## config.mk

```make
export PLATFORM = sky130hd
export DESIGN_NAME = fifo_write_arbiter
export DESIGN_NICKNAME = d
export VERILOG_FILES = /design/src/rtl/fifo_write_arbiter.sv
export SDC_FILE = /design/constraint.sdc
export NUM_CORES = 1
export LEC_CHECK = 0
export ABC_AREA = 1
export BUFFER_PORTS_ARGS = -buffer_cell sky130_fd_sc_hd__clkbuf_2
export CORE_ASPECT_RATIO = 0.7
export CORE_MARGIN = 2
export CORE_UTILIZATION = 40
export CTS_BUF_LIST = sky130_fd_sc_hd__clkbuf_16
export DETAILED_ROUTE_END_ITERATION = 10
export HOLD_SLACK_MARGIN = 0.08
export PLACE_DENSITY = 0.77
export SETUP_SLACK_MARGIN = 0.15
export SKIP_LAST_GASP = 1
export SYNTH_ARGS = -nofsm -noshare
export SYNTH_HDL_FRONTEND = slang
export SYNTH_SLANG_ARGS = --single-unit
```

## constraint.sdc

```tcl
create_clock -name clk -period 1.6 [get_ports clk]
set_input_delay 0.08 -clock clk [delete_from_list [all_inputs] [get_ports clk]]
set_output_delay 0.08 -clock clk [all_outputs]
set_load 0.01 [all_outputs]
```

## src/rtl/fifo_write_arbiter.sv

```systemverilog
// fifo_write_arbiter: round-robin arbiter sharing one FIFO write port among NUM_REQ producers
// Ports:
//   clk, rst      clock and asynchronous active-high reset
//   req_valid     per-producer valid
//   req_data      packed producer data, producer i in [i*DATA_W +: DATA_W]
//   req_last      per-producer last-beat marker
//   req_ready     per-producer beat-accept strobe
//   fifo_full     FIFO full flag; stalls the current grant
//   write_enable  FIFO write strobe
//   data_in       FIFO write data, zero when not writing
//   grant_id      current or most recent grantee
//   busy          high while a grant is held
module fifo_write_arbiter #(
    parameter int NUM_REQ   = 4,
    parameter int DATA_W    = 8,
    parameter int MAX_BURST = 4
) (
    input  logic                        clk,
    input  logic                        rst,
    input  logic [NUM_REQ-1:0]          req_valid,
    input  logic [NUM_REQ*DATA_W-1:0]   req_data,
    input  logic [NUM_REQ-1:0]          req_last,
    output logic [NUM_REQ-1:0]          req_ready,
    input  logic                        fifo_full,
    output logic                        write_enable,
    output logic [DATA_W-1:0]           data_in,
    output logic [$clog2(NUM_REQ)-1:0]  grant_id,
    output logic                        busy
);
    localparam int GW = $clog2(NUM_REQ);
    localparam int CW = $clog2(MAX_BURST);

    typedef enum logic {IDLE, GRANT} state_t;

    state_t          state_q;
    logic [GW-1:0]   rr_ptr_q, grant_id_q, pick_d, rr_ptr_d;
    logic [CW-1:0]   beat_cnt_q;
    logic            accept, release_g;
    logic [DATA_W-1:0] slice [NUM_REQ];

    for (genvar i = 0; i < NUM_REQ; i++) begin : g_slice
        assign slice[i] = req_data[i*DATA_W +: DATA_W];
    end

    // Scan downward so the lowest offset from rr_ptr wins
    always_comb begin
        int j;
        j      = 0;
        pick_d = '0;
        for (int k = NUM_REQ - 1; k >= 0; k--) begin
            j = (int'(rr_ptr_q) + k) % NUM_REQ;
            if (req_valid[GW'(j)]) pick_d = GW'(j);
        end
    end

    assign busy         = (state_q == GRANT);
    assign grant_id     = grant_id_q;
    assign accept       = busy && req_valid[grant_id_q] && !fifo_full;
    assign write_enable = accept;
    assign data_in      = accept ? slice[grant_id_q] : '0;
    assign req_ready    = (busy && !fifo_full) ? (NUM_REQ'(1) << grant_id_q) : '0;
    // A full FIFO only stalls; a dropped valid ends the grant without a beat
    assign release_g    = busy && (!req_valid[grant_id_q] ||
                          (accept && (req_last[grant_id_q] || beat_cnt_q == CW'(MAX_BURST - 1))));
    assign rr_ptr_d     = (grant_id_q == GW'(NUM_REQ - 1)) ? '0 : grant_id_q + 1'b1;

    always_ff @(posedge clk or posedge rst) begin
        if (rst) begin
            state_q    <= IDLE;
            rr_ptr_q   <= '0;
            grant_id_q <= '0;
            beat_cnt_q <= '0;
        end else if (!busy) begin
            if (|req_valid) begin
                state_q    <= GRANT;
                grant_id_q <= pick_d;
                beat_cnt_q <= '0;
            end
        end else begin
            if (accept) beat_cnt_q <= beat_cnt_q + 1'b1;
            if (release_g) begin
                state_q  <= IDLE;
                rr_ptr_q <= rr_ptr_d;
            end
        end
    end
endmodule

```

**Word level (Yosys, flattened, before mapping)**

Cells that the tools add are included.
W data, S select, Z words.

- Bits in registers: 7
- Bits of input ports: 43
- Logic and storage cells: 67
- Output and inout port bits: 16

- Equal/unequal tests: 3
- Order comparisons: 6
- Add/subtract/negate cells: 5
- Shift operators: 1
- Muxes and demuxes: 32
- Bitwise gates (word level): 2
- Reduce and logical (&&, ||, !) cells: 14

Operators by type and width:

| kind | number |
|---|---|
| $mux W8 | 3 |
| $bmux W8 S2 | 1 |
| $lt A2 B4 Y1 const B | 4 |
| $mux W2 | 8 |
| $mux W1 | 13 |
| $bmux W1 S2 | 6 |
| $add A2 B1 Y2 const B | 3 |
| $reduce_and A2 Y1 | 3 |
| $logic_and A1 B1 Y1 | 5 |
| $add A2 B2 Y2 const B | 2 |
| $eq A2 B2 Y1 const B | 2 |
| $mux W4 | 1 |
| $reduce_or A4 Y1 | 1 |
| $shl A1 B2 Y4 const A | 1 |
| $ge A3 B3 Y1 const B | 1 |
| $lt A2 B3 Y1 const B | 1 |
| $not A2 Y3 | 1 |
| $logic_not A1 Y1 | 2 |
| $logic_or A1 B1 Y1 | 2 |
| $ne A2 B1 Y1 const B | 1 |
| $reduce_bool A2 Y1 | 1 |
| $not A1 Y1 | 1 |

**Longest topological paths before layout**

- Depth after elaboration: 9
- Depth in mapped cells: 12
- Depth with buffers taken out: 11

**Worst setup path after synthesis**

No wires, ideal clock.

- Path kind: register to register
- Start: register grant_id_q[0] (netlist: grant_id[0])
- End: register rr_ptr_q[1]
- Library setup time: 118 ps
- Path buffers: 2
- Setup slack: 261 ps
- Data required time: 1,482 ps
- Arrival: 1,221 ps
- Period minus slack after synthesis: 1,339 ps
- Cell stages (with the launch flop): 7
- Path through: dfrtp_1 -> inv_2 -> buf_6 -> buf_2 -> ha_1 -> inv_1 -> o21ai_2

- Elaborated cells on any way between the ends: 15
- Classes of those cells: 1 x add/sub; 1 x eq/ne; 5 x mux; 8 x reduce/logical

RTL lines:

| item | RTL line | RTL |
|---|---|---|
| start: declaration | 36 | `logic [GW-1:0] rr_ptr_q, grant_id_q, pick_d, rr_ptr_d;` |
| start signal: assignment | 76 | `grant_id_q <= pick_d;` |
| $add A2 B1 Y2 / $eq A2 B2 Y1 (equally long branches) | 65 | `assign rr_ptr_d = (grant_id_q == GW'(NUM_REQ - 1)) ? '0 : grant_id_q + 1'b1;` |
| $mux W2 (*) | 65 |  |
| net rr_ptr_d[1] | 36 |  |
| end signal: assignment | 83 | `rr_ptr_q <= rr_ptr_d;` |
| end: declaration | 36 |  |

Mark *: on every way through the listed nets, which the timed path passes. The rest lies on a longest branch. The select of a mux whose other input is x is not followed.
A chain may end at the register's enable or synchronous reset.

**Worst setup path in the final report**

- Start: register grant_id_q[0] (netlist: grant_id[0])
- End: output data_in[4]

- Word-level cells in the longest chain between the ends: 5
- Elaborated cells on any way between the ends: 9
- Classes of those cells: 6 x mux; 1 x bitwise; 2 x reduce/logical

Ends and longest elaborated chain:

| item | RTL line | RTL |
|---|---|---|
| $not A2 Y3 (implied by the code) / $bmux W1 S2 (equally long branches) | 60, 58 |  |
| $bmux W8 S2 / $mux W1 (equally long branches) | 60, 58 |  |
| $mux W8 (implied by the code) / $logic_and A1 B1 Y1 (equally long branches) (2 in a row) | 60, 58 |  |
| $mux W8 (*) | 60 | `assign data_in = accept ? slice[grant_id_q] : '0;` |
| end: declaration | 26 | `output logic [DATA_W-1:0] data_in,` |

Mark *: on every way between the ends. The rest lies on a longest branch, timed or not. The select of a mux whose other input is x is not followed.

==> key figures <==
Synthesis
  – Synth Area in Adders: under 10%
  – Area share of xor/xnor cells in the synthesized design: 0%
  – Syn nets: approximately 220
  – Cell type with the highest aggregate area in the netlist: dfrtp_1
  – Multiplexer share of the synthesized area: 0%
  – Mapped Cells: around 170
  – Share of synthesized cell area in and, or, nand and nor gates: about 40%
  – Post-Synthesis Mean Instance Area: around 5.5 um^2
  – Count of different cell masters after synthesis: 19
  – Flop and latch count out of synthesis: 7
  – Dominant combinational cell family by area after synthesis: simple AND/OR/NAND/NOR gates
  – Ys Warns: 0
  – Proportion of netlist area held by the largest area contributor: 18.54%
  – Post-synthesis instance area: ~940 um^2
  – Proportion of synthesized chip area in sequential cells: a little under a fifth
  – Leading cell types by total area after synthesis: dfrtp_1 19%, nand2_1 16%, nor2_1 15%, o21ai_0 9.0%, inv_1 7.5%
  – Area fraction in compound gates after synthesis: 18.81%

Floorplan
  – Die Width: between 60 and 70 um
  – Area of the core: roughly 0.0022 mm^2
  – Ports: 59
  – Total die area: roughly 0.0028 mm^2
  – Die Span Y: between 40 and 50 um
  – Total number of placement rows: 14
  – Initial standard-cell utilization of the core: a little over two fifths

STA
  – Period utilisation layout: about 97%
  – Final hold violation count: 0
  – Transition time at the pin with the least slew margin: 313.8 ps
  – Max Fclk: between 600 and 700 MHz
  – Fin Clk Skew: between 5 and 6 ps
  – Post-layout min period: between 1500 and 2000 ps
  – Total count of max-transition violations in the final report: 0
  – TNS Setup: 0 ps
  – RSZ-0062 raised after global routing: yes
  – Max-Slew Margin vs Limit: 78.86%
  – Number of failing setup endpoints in the final timing report: 0

Clock tree
  – Clock transition at the registers of the reported paths: approximately 40 ps
  – H-tree depth: 1
  – Cts bufs inserted: 3
  – Clk root buf: clkbuf_16
  – Clock Tree Buf Depth: 2
  – Number of clock sinks: 7
  – CTS tree: yes
  – Latest clock arrival within the worst-skew pair: ~230 ps

Worst setup path
  – Crit-path leading delay family: flip-flops
  – Max Fanout on Critical Path: 7
  – Critical setup path kind: flip-flop to output port
  – CP arrival: 1470 ps
  – Buffer and inverter count on the worst path: 1
  – R2R Setup Slk: approximately 150 ps
  – Launching element of the worst setup path: grant_id[0]
  – Levels on crit path: 6
  – Capture point of the worst reg-to-reg path: rr_ptr_q[1]
  – Worst Setup End Kind: output port
  – Sequence of cells on the critical path: a21oi_1, o21ai_1, nand2_2, nand2_4, a21oi_2, clkbuf_2
  – Largest stage delay on the critical path: roughly 460 ps
  – End point of the critical path: data_in[4]
  – Slowest cell on crit path: dfrtp_2
  – Required @ worst endpoint: 1520 ps
  – Worst Reg-to-Reg Cells: 12
  – Critical Path Start Type: flip-flop
  – Launching point of the worst reg2reg path: grant_id[0]

Route
  – WL/cell: around 11 um
  – Sum of routed wire length over all layers: 3.134 mm
  – Residual DRC: 0
  – Via/cell ratio: roughly 4.7
  – Total vias in the final route: approximately 1300
  – Residual antenna-violating net count after detailed routing: 0
  – Number of violations reported at the end of detailed-routing iteration 0: 35
  – TritonRoute pass-1 iters: 4

Cells and area
  – Number of inserted diodes: 0
  – Area delta synth->final: 60.93%
  – Final design area excluding fillers: 0.001520 mm^2
  – Final net count: 290
  – Fraction of layout instances using a drive strength above 1: 43.57%

Global routing
  – Vias in the first global route: between 1000 and 1500
  – Global-route met2 utilization: between 30% and 40%
  – Pin count of the biggest net entering global routing: 19
  – Total routing usage reported by global routing: 22.65%
  – Met3 layer usage reported by global route: 5.263%
  – GR Overflow Total: 0
  – Antenna violations before repair: 0
  – First-pass GRT wire length: 4.636 mm
  – GR Util met1: between 30% and 40%
  – Most heavily used metal layer in global routing: met2

Placement
  – Cell area reported after detailed placement: around 0.0013 mm^2
  – RePlAce Congestion: 0.8443
  – HPWL after detailed placement: between 2 and 2.5 mm
  – Port-buffer cells: between 50 and 60

Min path
  – Class of the worst hold path: primary input to flip-flop

Job
  – Max-cap violations: 0

Run status
  – Result of the run: finished, final reports clean

Pwr
  – Max VDD drop: approximately 1000 uV
  – Ratio of total power to cell area: 1806 mW/mm^2
  – Reported leakage power: approximately 0.87 nW
==> kinds of logic (layout without fill, tap and decap cells) <==
family	count (synthesis)	in the layout
compound gates	34	34
buf+inv	32	101
fa+ha+maj	5	5
simple gates	93	94
flops	7	7
==> placed cells by master, fill, tap and decap left out <==
| cell type | instances |
|---|---|
| clkbuf_2 | 50 |
| ha_4 | 1 |
| clkinv_1 | 1 |
| o21ai_0 | 16 |
| nand2_2 | 5 |
| dfrtp_1 | 4 |
| o21ai_1 | 6 |
| buf_6 | 6 |
| ha_1 | 4 |
| nor2_1 | 36 |
| inv_1 | 18 |
| or2_0 | 1 |
| nand2_4 | 3 |
| nand4_1 | 1 |
| buf_4 | 8 |
| nand3_1 | 12 |
| inv_2 | 5 |
| dfrtp_2 | 3 |
| o21ai_2 | 2 |
| inv_4 | 1 |
| buf_2 | 8 |
| a21oi_1 | 1 |
| nor2_4 | 1 |
| a21oi_2 | 9 |
| clkbuf_16 | 3 |
| dlygate4sd3_1 | 1 |
| nand2_1 | 35 |
==> worst reg2reg max path, stage by stage (launching register included) <==
cell     delay (ps)
dfrtp_2         460
inv_4           100
buf_4           110
buf_6           100
nand2_1          50
nand3_1          60
nand2_1          70
nand2_1          60
nand2_1          50
nand2_2         100
nand2_4          80
nand2_2          60
o21ai_2          50
==> power breakdown <==
group          switching (mW)  internal (mW)  total (mW)
Sequential              0.128          0.269       0.397
Clock                  0.0952          0.325       0.420
Combinational            1.13          0.800        1.93
==> metal layers <==
layer / vias to the layer above / part of all wire [%] / wire length (um)
li1: 681 / - / -
met5: - / 0 / 0
met4: 0 / 0.32 / 10
met3: 2 / 5.8 / 183
met2: 45 / 47 / 1476
met1: 568 / 47 / 1464
==> how the worst min path moves through the flow <==
stage          startpoint             to  slack (ps)  cells past startpoint
2_1_floorplan         rst  beat_cnt_q[0]        -120                      1
6_report        fifo_full           busy         280                      5
5_1_grt         fifo_full           busy         330                      5
4_1_cts         fifo_full           busy         280                      5
3_3_place_gp          rst           busy          10                      2
3_5_place_dp          rst           busy           2                      2
==> repair_timing <==
action	in CTS	in global routing
setup buffers	5	3
cloned	1	1
hold buffers	1	0
hold endpoints to repair	7	0
pin swaps	3	4
endpoints found under the setup margin	14	18
resized for setup	21	20
==> layout make-up <==
type,instances,area [um^2]
sequential,7,178.9
inverter,24,92.59
tap,32,40.04
fill,213,669.4
clock buffer,3,75.07
timing repair buffer,73,427.9
multi-input combinational,133,701.9
clock inverter,1,3.754
==> state kept, by name (all words and copies together), names as in the netlist <==
register and flops:
busy 1, grant_id 2, rr_ptr_q 2, beat_cnt_q 2
==> through the flow <==
stage | total power [mW] | utilization, % | std cells | hold WS, ps | setup WS [ps]
floorplan | 1.531 | - | 171 | -116.6 | 261.3
global route | 3.012 | 69.43 | 273 | 329.5 | -26.17
global placement | 1.862 | 57.20 | 258 | 10.49 | 62.19
CTS | 2.549 | 66.40 | 269 | 276.2 | 101.6
finish | 2.745 | 69.43 | 273 | 278.2 | 49.14
detailed placement | 1.864 | 57.20 | 258 | 2.024 | 34.26
==> Yosys cell counts <==
cell type and n:
dfrtp_1 7, nor2_1 37, nand2_1 40, buf_4 3, nand2_4 1, clkinv_1 1, buf_6 2, ha_1 5
a21oi_1 10, inv_1 19, nand2_2 1, nand3_1 12, inv_2 4, buf_2 3, o21ai_0 17, nand4_1 1
o21ai_1 5, or2_0 1, o21ai_2 2
Note: power is estimated with default switching activity, not from simulation.
